$ cat src/rtl/ysyx_23060061_wb_arbiter.sv
// Writeback arbiter: one-entry buffers for EXU and LSU results, round-robin grant, registered RF write port.
// Optional combinational writeback bypass ports are enabled with `define WB_BYPASS_EN.
module ysyx_23060061_wb_arbiter #(
    parameter int ADDR_WIDTH = 5,
    parameter int DATA_WIDTH = 32
) (
    input  logic                  clk,
    input  logic                  rst,
    input  logic                  exu_valid,
    output logic                  exu_ready,
    input  logic [ADDR_WIDTH-1:0] exu_rd,
    input  logic [DATA_WIDTH-1:0] exu_data,
    input  logic                  lsu_valid,
    output logic                  lsu_ready,
    input  logic [ADDR_WIDTH-1:0] lsu_rd,
    input  logic [DATA_WIDTH-1:0] lsu_data,
`ifdef WB_BYPASS_EN
    input  logic [ADDR_WIDTH-1:0] byp_raddr1,
    input  logic [ADDR_WIDTH-1:0] byp_raddr2,
    output logic                  byp_hit1,
    output logic                  byp_hit2,
    output logic [DATA_WIDTH-1:0] byp_data1,
    output logic [DATA_WIDTH-1:0] byp_data2,
`endif
    output logic                  rf_wen,
    output logic [ADDR_WIDTH-1:0] rf_waddr,
    output logic [DATA_WIDTH-1:0] rf_wdata,
    output logic                  wb_done
);

    typedef enum logic {
        SRC_EXU = 1'b0,
        SRC_LSU = 1'b1
    } src_e;

    logic                  exu_buf_valid;
    logic [ADDR_WIDTH-1:0] exu_buf_rd;
    logic [DATA_WIDTH-1:0] exu_buf_data;
    logic                  lsu_buf_valid;
    logic [ADDR_WIDTH-1:0] lsu_buf_rd;
    logic [DATA_WIDTH-1:0] lsu_buf_data;

    src_e                  last_grant;
    logic                  grant_valid;
    src_e                  grant_src;
    logic [ADDR_WIDTH-1:0] grant_rd;
    logic [DATA_WIDTH-1:0] grant_data;

    logic exu_fire;
    logic lsu_fire;

    assign exu_ready = ~rst & ~exu_buf_valid;
    assign lsu_ready = ~rst & ~lsu_buf_valid;
    assign exu_fire  = exu_valid & exu_ready;
    assign lsu_fire  = lsu_valid & lsu_ready;

    // NOTE: every signal gets a default before the branches so no latch is inferred.
    always_comb begin
        grant_valid = exu_buf_valid | lsu_buf_valid;
        grant_src   = SRC_EXU;
        if (exu_buf_valid && lsu_buf_valid) begin
            // On a tie the source that did not win last time goes first.
            grant_src = (last_grant == SRC_EXU) ? SRC_LSU : SRC_EXU;
        end else if (lsu_buf_valid) begin
            grant_src = SRC_LSU;
        end
        grant_rd   = (grant_src == SRC_LSU) ? lsu_buf_rd   : exu_buf_rd;
        grant_data = (grant_src == SRC_LSU) ? lsu_buf_data : exu_buf_data;
    end

    // NOTE: state registers use non-blocking assignments so all flops update from pre-edge values.
    always_ff @(posedge clk) begin
        if (rst) begin
            exu_buf_valid <= 1'b0;
            lsu_buf_valid <= 1'b0;
            last_grant    <= SRC_EXU;
            rf_wen        <= 1'b0;
            rf_waddr      <= '0;
            rf_wdata      <= '0;
            wb_done       <= 1'b0;
        end else begin
            // A full buffer is never ready, so fill and grant of one buffer are exclusive.
            if (exu_fire) begin
                exu_buf_valid <= 1'b1;
            end else if (grant_valid && grant_src == SRC_EXU) begin
                exu_buf_valid <= 1'b0;
            end

            if (lsu_fire) begin
                lsu_buf_valid <= 1'b1;
            end else if (grant_valid && grant_src == SRC_LSU) begin
                lsu_buf_valid <= 1'b0;
            end

            if (grant_valid) begin
                last_grant <= grant_src;
                rf_wen     <= (grant_rd != '0);
                rf_waddr   <= grant_rd;
                rf_wdata   <= grant_data;
                wb_done    <= 1'b1;
            end else begin
                rf_wen  <= 1'b0;
                wb_done <= 1'b0;
            end
        end
    end

    // NOTE: payload registers are qualified by their valid bits, so they carry no reset.
    always_ff @(posedge clk) begin
        if (exu_fire) begin
            exu_buf_rd   <= exu_rd;
            exu_buf_data <= exu_data;
        end
        if (lsu_fire) begin
            lsu_buf_rd   <= lsu_rd;
            lsu_buf_data <= lsu_data;
        end
    end

`ifdef WB_BYPASS_EN
    assign byp_hit1  = rf_wen & (rf_waddr == byp_raddr1) & (byp_raddr1 != '0);
    assign byp_hit2  = rf_wen & (rf_waddr == byp_raddr2) & (byp_raddr2 != '0);
    assign byp_data1 = byp_hit1 ? rf_wdata : '0;
    assign byp_data2 = byp_hit2 ? rf_wdata : '0;
`endif

endmodule
$ cat config.mk
export PLATFORM = sky130hd
export DESIGN_NAME = ysyx_23060061_wb_arbiter
export DESIGN_NICKNAME = d
export VERILOG_FILES = /design/src/rtl/ysyx_23060061_wb_arbiter.sv
export SDC_FILE = /design/constraint.sdc
export NUM_CORES = 1
export LEC_CHECK = 0
export BUFFER_PORTS_ARGS = -buffer_cell sky130_fd_sc_hd__buf_4
export CORE_AREA = 4 4 150 94
export DETAILED_ROUTE_END_ITERATION = 8
export DIE_AREA = 0 0 154 98
export GPL_TIMING_DRIVEN = 0
export SLEW_MARGIN = 20
export SYNTH_ARGS = -nofsm -noshare
export SYNTH_HDL_FRONTEND = slang
export SYNTH_SLANG_ARGS = --single-unit
$ cat constraint.sdc
create_clock -name clk -period 2.5 [get_ports clk]
set_clock_uncertainty 0.2 [all_clocks]
set_input_delay 0.5 -clock clk [delete_from_list [all_inputs] [get_ports clk]]
set_output_delay 0.5 -clock clk [all_outputs]
set_load 0.005 [all_outputs]
Word level (Yosys, flattened, before mapping)
Index checks and enable logic that the tools add are counted.

Output and inout bits: 41. Logic and storage cells: 38. Bits in registers: 116. Bits of input ports: 78.

Mux-type cells: 10. Reductions and logical operators: 7. Bitwise gates (word level): 10.

Operators with widths (number): 32-bit 2-to-1 mux (1); 1-bit 2-to-1 mux (8); 5-bit 2-to-1 mux (1); 1-bit NOT (5); 5-bit nonzero test (1); 1-bit bitwise AND (4); 2-bit nonzero test (2); 1-bit logical AND (3); 2-bit OR reduction (1); 1-bit OR (1).

Longest topological paths before layout
Gate-level depths: netlist (run 1).

Word-level depth: 6. Gate-level depth with buffers: 6. Mapped depth without buffers: 3.

Least setup slack after synthesis (run 1)
OpenSTA, ideal clock, no wires.

Path kind: input-to-reg. Start point: input port rst. End point: register exu_buf_data[0], enable pin. Library setup time: 0.398 ns. Slack: 0.168 ns. Path buffers: 1. Data required time: 1.902 ns. Arrival: 1.735 ns. Cell stages on the path: 3. Cells stage by stage: clkbuf_1 -> nor2_1 -> and2_1.

Longest elaborated chain between the ends: 3.

RTL lines: start, declared (line 8) `input logic rst,`; 1-bit NOT (line 52) `assign exu_ready = ~rst & ~exu_buf_valid;`; 1-bit bitwise AND (line 52); via exu_ready (line 10) `output logic exu_ready,`; 1-bit bitwise AND (line 54) `assign exu_fire = exu_valid & exu_ready;`; via exu_fire (line 49) `logic exu_fire;`; end signal, assigned (line 112) `exu_buf_data <= exu_data;`; end, declared (line 38) `logic [DATA_WIDTH-1:0] exu_buf_data;`.

The timed path passes the listed nets, and every way through them passes these cells. A chain may end at the register's enable or synchronous reset.

Final worst setup path (run 1)
Start point: register exu_buf_valid. End point: output port exu_ready.

Longest elaborated chain between the ends: 2.

RTL lines: start, declared (line 36) `logic exu_buf_valid;`; start signal, assigned (line 74) `exu_buf_valid <= 1'b0;`; start signal, assigned (line 84) `exu_buf_valid <= 1'b1;`; start signal, assigned (line 86) `exu_buf_valid <= 1'b0;`; 1-bit NOT (line 52); 1-bit bitwise AND (line 52); end, declared (line 10).

No other way between the ends.

==> results_dict.tcl, run 1 <==
set metrics [dict create \
    grtUsageMet1_pct 22.4 \
    drt.antenna.violating_nets 0 \
    final_util_pct 48.5 \
    synth-seq-area-share_pct 70.0 \
    yosysUniqueCellTypes 28 \
    hold_viol 0 \
    cts_resized 0 \
    endpoint_kind "output port" \
    min_delay_worst_endpoint "lsu_buf_data[18]" \
    timing.final.crit_share_pct 95.9 \
    start_kind "register" \
    grt_setup_unrepaired "false" \
    min_from "lsu_data[18]" \
    syn_to_final_growth_pct 40.8 \
    cts_tree "yes" \
    holdWs_ns 0.0655 \
    fmaxAchievable_mhz 417 \
    place_congestion 0.777 \
    cp.required_ns 1.80 \
    synth_area_leaders "edfxtp_1 51%, dfxtp_1 19%, o221a_2 5.4%, a21oi_1 4.3%, nor2_1 3.5%" \
    regArea_sq_um 3060 \
    slew_headroom_pct 53.8 \
    synth_fp_nets 412 \
    arrival_ns 1.70 \
    min_path_cells 1 \
    track_usage_pct 15.9 \
    htreeDepth 4 \
    avgViaCountPerCell 4.96 \
    reg2reg_to "exu_buf_data[28]" \
    die_y_microns 98 \
    netlist_instances 334 \
    drt_iter0_drc 160 \
    worstSetupPathType "register to output port" \
    synth_area_leader_cell "edfxtp_1" \
    grt_overflow_total 0 \
    yosysTopAreaCellShare_pct 50.8 \
    wl_mm 11.7 \
    nets 550 \
    crit_fanout 10 \
    clockRootBuffer "clkbuf_16" \
    maxSlewViolCount 0 \
    run_status "complete, no violations" \
    tightest_slew_ns 0.694 \
    io_buffers 117 \
    ir_drop_mv 0.438 \
    cts_buffers 17 \
    place.detailed.hpwl_mm 8.09 \
    power_density_nw_per_um2 880 \
    start_util_pct 34.5 \
    drc 0 \
    syn_area_per_cell_sq_um 13.1 \
    cts_hold_buf 0 \
    clkTransAtPathRegs_ns 0.06 \
    fp.dieArea_sq_um 15100 \
    syn-cell-area_sq_um 4370 \
    fill_cells 1148 \
    met2_usage_pct 23.6 \
    die_w_microns 154 \
    drive_gt1_share_pct 41.4 \
    p_leak_uw 0.00252 \
    clkLatencyLatePin_ns 0.41 \
    post_drt_wl_per_cell_microns 17.9 \
    core_sq_um 12700 \
    clock_path_buffers 2 \
    routed-via-count 3251 \
    rows 32 \
    r2r_slack_ns 0.22 \
    antenna_found_initial 0 \
    synth_seq_cells 116 \
    pin_count 119 \
    hold_class "input pin to register" \
    yosysWarnings 0 \
    post_cts.repair.setup_buffers 0 \
    multi_input_area_sq_um 1070 \
    post-route-min-period_ns 2.40 \
    clock-sinks 116 \
    grt_pass1_wl_mm 18.5 \
    grt_pass1_vias 3378 \
    diodes 0 \
    cap_violations 0 \
    rr_worst_depth 5 \
    top_usage_layer "met2" \
    drt_pre_antenna_iters 5 \
    worstReg2RegStart "exu_buf_valid" \
    use_met3_pct 4.83 \
    grt_max_degree 23 \
    final-setup-viol-count 0 \
]
[cell usage after synthesis, drive strengths merged]
| master | n |
|---|---|
| or2 | 1 |
| inv | 21 |
| nand2 | 16 |
| nor3 | 2 |
| nand2b | 2 |
| buf | 16 |
| nor2 | 42 |
| a21boi | 1 |
| a21bo | 1 |
| or4 | 2 |
| a31oi | 21 |
| nand3 | 1 |
| nand3b | 1 |
| and2 | 2 |
| nor4 | 1 |
| edfxtp | 74 |
| a21oi | 39 |
| o221a | 21 |
| clkbuf | 11 |
| dfxtp | 42 |
| a211oi | 17 |
[worst max-delay path, stage by stage (launching register included)]
cell and delay [ns]:
dfxtp_1 0.30, buf_4 0.16, clkbuf_1 0.48, nor2_1 0.17, buf_4 0.18
[layer usage]
metal / share of wire (%) / wire length, microns
met3: 8.1 / 946
met1: 46 / 5400
met2: 45 / 5230
met5: 0 / 0
met4: 1.2 / 140
[logic make-up after synthesis]
| kind of cell | synth area share (%) |
|---|---|
| compound gates | 17.6 |
| flops | 70.0 |
| buf+inv | 5.49 |
| simple gates | 6.90 |
[power breakdown]
group	leakage [uW]	total, uW	switching, uW	internal [uW]
Sequential	0.00104	2220	53.4	2170
Clock	0.000314	2650	843	1810
Combinational	0.00117	548	270	277
[cells in the final DEF (no fill, tap or decap), types with 2 or more instances in the layout]
| cell | instances |
|---|---|
| a21oi_1 | 38 |
| edfxtp_1 | 74 |
| clkbuf_8 | 2 |
| clkbuf_1 | 12 |
| buf_6 | 5 |
| inv_1 | 21 |
| bufinv_16 | 5 |
| and2_2 | 2 |
| buf_4 | 121 |
| nor3_1 | 2 |
| buf_2 | 5 |
| nor2_1 | 41 |
| a211oi_2 | 9 |
| dfxtp_1 | 42 |
| a31oi_1 | 21 |
| nand2_1 | 16 |
| buf_1 | 2 |
| clkinv_2 | 4 |
| clkbuf_16 | 17 |
| or4_1 | 2 |
| o221a_2 | 21 |
| a211oi_1 | 8 |
| nand2b_1 | 2 |
[cell type report]
class | count | share of cell area (%)
buffer | 27 | 2.62
multi-input combinational | 170 | 17.4
sequential | 116 | 49.8
tap | 170 | 3.46
timing repair buffer | 119 | 15.0
clock inverter | 11 | 2.95
clock buffer | 21 | 7.48
inverter | 21 | 1.28
[worst max-delay path by stage]
stage	startpoint	endpoint	slack, ns
after floorplan	rst	exu_buf_data[0]	0.17
after global placement	exu_buf_valid	exu_buf_data[6]	-0.60
after detailed placement	exu_buf_valid	exu_buf_data[4]	0.20
after CTS	exu_buf_valid	exu_ready	0.09
after global routing	exu_buf_valid	exu_ready	0.04
final	exu_buf_valid	exu_ready	0.10
[sequential cells by signal, summed over array words and instances (netlist names)]
signal and count:
exu_buf_data 32, exu_buf_rd 5, exu_buf_valid 1, last_grant 1
lsu_buf_data 32, lsu_buf_rd 5, lsu_buf_valid 1, rf_waddr 5
rf_wdata 32, rf_wen 1, wb_done 1
[per-stage QoR]
step                      total power, uW  TNS (ns)  area (sq um)  instances  worst slack [ns]
final                                5420         0          6160        655             0.101
after global routing                 5630         0          6160        655            0.0380
after CTS                            5470         0          6160        655            0.0922
after detailed placement             2810         0          5510        623             0.203
after global placement               2790    -42.78          5460        621            -0.599
after floorplan                      2510         0          4370        334             0.168
No activity file was read; power rests on OpenSTA's default activity.
==> inputs of run 2 (changes only) <==
--- a/config.mk
+++ b/config.mk
@@ -6,9 +6,9 @@
 export NUM_CORES = 1
 export LEC_CHECK = 0
 export BUFFER_PORTS_ARGS = -buffer_cell sky130_fd_sc_hd__buf_4
-export CORE_AREA = 4 4 150 94
+export CORE_AREA = 4 4 161 101
 export DETAILED_ROUTE_END_ITERATION = 8
-export DIE_AREA = 0 0 154 98
+export DIE_AREA = 0 0 165 105
 export GPL_TIMING_DRIVEN = 0
 export SLEW_MARGIN = 20
 export SYNTH_ARGS = -nofsm -noshare
==> run 2 against run 1 <==
Register-to-register slack improved by 0.05 ns. Total power decreased by 4.0%. Clock-buffer cell count decreased by 4. Global-route usage decreased by 2.1 points. Via count decreased by 1.1%. Highest routed layer unchanged.
==> results_dict.tcl, run 2 (synthesis results as in run 1) <==
set metrics [dict create \
    run_status "complete, no violations" \
    maxSlewViolCount 0 \
    cp_slowest_cell "clkbuf_1" \
    combPwrFrac_pct 10.5 \
    cts_buffers 17 \
    hold_class "input pin to register" \
    drive_gt1_share_pct 42.1 \
    min_path_cells 1 \
    top_regs "exu_buf_data: 32 flops, lsu_buf_data: 32 flops, rf_wdata: 32 flops" \
    final-setup-viol-count 0 \
    wl_mm 11.8 \
    grt_pass1_wl_mm 18.3 \
    grtUsageMet1_pct 18.9 \
    routed-via-count 3215 \
    hold_viol 0 \
    tightest_slew_ns 0.680 \
    pin_count 119 \
    core_sq_um 14900 \
    diodes 0 \
    place_congestion 0.756 \
    antenna_found_initial 0 \
    fill_cells 1410 \
    grt_overflow_total 0 \
    rr_worst_depth 5 \
    arrival_ns 1.63 \
    clkTransAtPathRegs_ns 0.06 \
    cp_common_cell "buf_4" \
    layout_commonest_cell "buf_4" \
    endpoint_kind "output port" \
    dpl_cell_area_sq_um 5560 \
    clockRootBuffer "clkbuf_16" \
    power.switching_uw 1270 \
    regArea_sq_um 3060 \
    drc 0 \
    path_cells "buf_4 > clkbuf_1 > nor2_1 > buf_4" \
    post_cts.repair.setup_buffers 0 \
    drt.antenna.violating_nets 0 \
    netSwitchingFraction_pct 24.4 \
    drt_pre_antenna_iters 4 \
    die_w_microns 165 \
    nets 550 \
    clock-sinks 116 \
    grt_max_degree 27 \
    htreeDepth 4 \
    die_y_microns 105 \
    cts_tree "yes" \
    place.detailed.hpwl_mm 8.48 \
    track_usage_pct 13.9 \
    timing.final.crit_share_pct 93.2 \
    p_leak_uw 0.00250 \
    p_int_uw 3940 \
    post-route-min-period_ns 2.33 \
    post_drt_wl_per_cell_microns 17.2 \
    design_area_sq_um 6150 \
    final_cell_mix "121 x buf_4, 74 x edfxtp_1, 42 x dfxtp_1, 41 x nor2_1, 38 x a21oi_1" \
    top_usage_layer "met2" \
    cp.required_ns 1.80 \
    p_clk_share_pct 46.9 \
    holdWs_ns 0.0599 \
    clkLatencyLatePin_ns 0.41 \
    avgViaCountPerCell 4.67 \
    p_seq_share_pct 42.6 \
    cts_resized 0 \
    fmaxAchievable_mhz 429 \
    use_met3_pct 4.69 \
    power_density_nw_per_um2 846 \
    finalPower_uw 5200 \
    slowest_delay_ns 0.45 \
    io_buffers 117 \
    fp.dieArea_sq_um 17300 \
    r2r_slack_ns 0.27 \
    grt_pass1_vias 3316 \
    syn_to_final_growth_pct 40.7 \
    clock_path_buffers 2 \
    grt_setup_unrepaired "false" \
    start_kind "register" \
    rows 35 \
    cap_violations 0 \
    ir_drop_mv 0.266 \
    met2_usage_pct 21.0 \
    cts_hold_buf 0 \
    slew_headroom_pct 54.7 \
    start_util_pct 29.3 \
    crit_fanout 10 \
    drt_iter0_drc 191 \
    worstSetupPathType "register to output port" \
    multi_input_area_sq_um 1070 \
]
run 2: cell type report:
cell class	instances	area share (%)
timing repair buffer	119	15.0
sequential	116	49.8
clock inverter	15	2.79
multi-input combinational	170	17.4
inverter	21	1.28
clock buffer	17	6.91
buffer	27	2.62
tap	203	4.13
run 2: path summary, 6_finish.rpt:
check / start / end
worst max-delay path: exu_buf_valid / exu_ready
worst min-delay path: exu_data[16] / exu_buf_data[16]
worst min register to register: rf_wdata[20] / rf_wdata[20]
worst max register to register: exu_buf_valid / exu_buf_data[15]
run 2: worst max-delay path: cells and delay by family, from the launching register on:
kind | cells | cell delay, ns
and+or+nand+nor | 1 | 0.15
buffers and inverters | 3 | 0.78
DFF | 1 | 0.31
run 2: layer usage:
metal,part of all wire (%),wire (microns)
met1,47,5500
met2,45,5350
met3,7.4,880
met4,0.75,89
met5,0,0
run 2: through the flow:
stage | utilization (%) | std cells | setup slack, ns | setup TNS (ns)
2_1_floorplan | - | 334 | 0.168 | 0
3_3_place_gp | 36.9 | 654 | -0.595 | -41.24
3_5_place_dp | 37.2 | 656 | 0.267 | 0
4_1_cts | 41.2 | 688 | 0.143 | 0
5_1_grt | 41.2 | 688 | 0.0659 | 0
6_report | 41.2 | 688 | 0.170 | 0
run 2: power by group through the flow:
stage / logic (uW) / clock network (uW) / registers [uW]
after global routing: 603 / 2590 / 2230
after global placement: 533 / 0 / 2260
after detailed placement: 554 / 0 / 2260
after floorplan: 261 / 0 / 2250
final: 545 / 2440 / 2220
after CTS: 555 / 2490 / 2220
==> inputs of run 3 (changes only) <==
--- a/config.mk
+++ b/config.mk
@@ -10,6 +10,7 @@
 export DETAILED_ROUTE_END_ITERATION = 8
 export DIE_AREA = 0 0 165 105
 export GPL_TIMING_DRIVEN = 0
+export REMOVE_ABC_BUFFERS = 1
 export SLEW_MARGIN = 20
 export SYNTH_ARGS = -nofsm -noshare
 export SYNTH_HDL_FRONTEND = slang
==> run 3 against run 2 <==
Register-to-register slack improved by 0.10 ns. Largest power group unchanged. Wire length decreased by 6.8%. Critical endpoint unchanged. Via count decreased by 5.6%. Total power increased by 0.26%. Non-clock buffer count decreased by 26. Critical path type unchanged.
==> results_dict.tcl, run 3 (synthesis results as in run 1) <==
set metrics [dict create \
    endpoint_kind "output port" \
    drt.antenna.violating_nets 0 \
    rr_worst_depth 3 \
    place.detailed.hpwl_mm 6.93 \
    drive_gt1_share_pct 41.8 \
    finalWorstSetupSlack_ns 0.269 \
    start_kind "register" \
    crit_fanout 72 \
    reg2reg_to "rf_waddr[1]" \
    min_path_cells 1 \
    start_util_pct 29.3 \
    die_w_microns 165 \
    grt_overflow_total 0 \
    met2_length_mm 4.99 \
    cts_tree "yes" \
    post-route-min-period_ns 2.23 \
    run_status "complete, no violations" \
    top_regs "exu_buf_data: 32 flops, lsu_buf_data: 32 flops, rf_wdata: 32 flops" \
    tightest_slew_ns 0.857 \
    timing.final.crit_share_pct 89.2 \
    multi_input_area_sq_um 1080 \
    fmaxAchievable_mhz 448 \
    ir_drop_mv 0.370 \
    grt_pass1_vias 3079 \
    layout.cells.non_filler 662 \
    fill_cells 1404 \
    io_buffers 118 \
    track_usage_pct 12.8 \
    top_layer "met4" \
    cap_violations 0 \
    rows 35 \
    final-setup-viol-count 0 \
    cp.required_ns 1.80 \
    avgViaCountPerCell 4.58 \
    r2r_slack_ns 0.37 \
    final_cell_mix "118 x buf_4, 74 x edfxtp_1, 41 x nor2_1, 39 x dfxtp_1, 38 x a21oi_1" \
    pin_count 119 \
    hold_viol 0 \
    drt_iter0_drc 180 \
    clkLatencyLatePin_ns 0.40 \
    antenna_found_initial 0 \
    wl_mm 11.0 \
    hold_class "input pin to register" \
    diodes 0 \
    finalPower_uw 5220 \
    cts_buffers 17 \
    wl_met3_microns 622 \
    grt_setup_unrepaired "false" \
    regArea_sq_um 3070 \
    slew_headroom_pct 42.8 \
    arrival_ns 1.53 \
    post_drt_wl_per_cell_microns 16.6 \
    drt_pre_antenna_iters 4 \
    clock_path_buffers 2 \
    post_cts.repair.setup_buffers 0 \
    cts_hold_buf 0 \
    grt_pass1_wl_mm 17.0 \
    clockRootBuffer "clkbuf_16" \
    min_delay_worst_endpoint "exu_buf_data[13]" \
    syn_to_final_growth_pct 37.6 \
    htreeDepth 4 \
    layout_commonest_cell "buf_4" \
    clock-sinks 116 \
    place_congestion 0.695 \
    p_leak_uw 0.00241 \
    die_y_microns 105 \
    drc 0 \
    worstReg2RegStart "lsu_buf_valid" \
    power_density_nw_per_um2 867 \
    nets 524 \
    grt_max_degree 73 \
    fp.dieArea_sq_um 17300 \
    wl_met1_mm 5.28 \
    worstSetupPathType "register to output port" \
    maxSlewViolCount 0 \
    routed-via-count 3034 \
    dp.cells 630 \
    clkTransAtPathRegs_ns 0.06 \
    min_from "exu_data[13]" \
    core_sq_um 14900 \
    pre_cts_slack_ns -0.200 \
]
-- run 3: changes by cell type in the layout (fill, tap and decap cells not counted), sizes merged --
cell      before  now
bufinv         2    3
buf          135  120
clkinvlp       1    3
clkbuf        28   20
inv           28   22
-- run 3: per-stage QoR --
| step | setup TNS [ns] | instance area, sq um | hold slack (ns) | utilization (%) |
|---|---|---|---|---|
| after floorplan | -21.79 | 4210 | 0.289 | - |
| after global placement | -119.37 | 5350 | 0.291 | 35.8 |
| after detailed placement | -4.11 | 5400 | 0.303 | 36.2 |
| after CTS | 0 | 6010 | 0.0468 | 40.3 |
| after global routing | 0 | 6020 | 0.0386 | 40.3 |
| final | 0 | 6020 | 0.0705 | 40.3 |
-- run 3: worst max-delay path by stage --
stage,startpoint,end,depth (start not counted)
2_1_floorplan,exu_buf_valid,exu_buf_data[0],2
3_3_place_gp,exu_buf_valid,exu_buf_data[15],2
3_5_place_dp,last_grant,rf_wdata[20],3
4_1_cts,exu_buf_valid,rf_waddr[1],3
5_1_grt,exu_buf_valid,exu_ready,2
6_report,exu_buf_valid,exu_ready,2
-- run 3: worst max-delay path, stage by stage, from the launching register on --
cell and delay [ns]:
dfxtp_4 0.83, nor2_1 0.14, buf_4 0.17
-- run 3: power by group --
group	switching [uW]	internal, uW	total [uW]	leakage (uW)
Sequential	95.0	2160	2260	0.00104
Clock	874	1620	2500	0.000292
Combinational	210	253	463	0.00108
Total	1180	4040	5220	0.00241
-- run 3: repair_timing --
action                                 CTS  global route
endpoints found under the hold margin    0             0
resized for setup                        1             1
setup endpoints to repair               38            13
pin swaps                                0             0
-- run 3: final cells by class --
| type | count | share of cell area (%) |
|---|---|---|
| clock buffer | 20 | 7.59 |
| clock inverter | 12 | 2.56 |
| inverter | 21 | 1.31 |
| multi-input combinational | 170 | 17.9 |
| sequential | 116 | 51.0 |
| tap | 203 | 4.22 |
| timing repair buffer | 120 | 15.4 |
-- run 3: routing by layer --
layer  global-route usage [%]  vias up
met4                     3.92        0
li1                         -     1462
met5                        0        -
met3                     4.57       12
met1                     17.2     1469
met2                     19.4       91
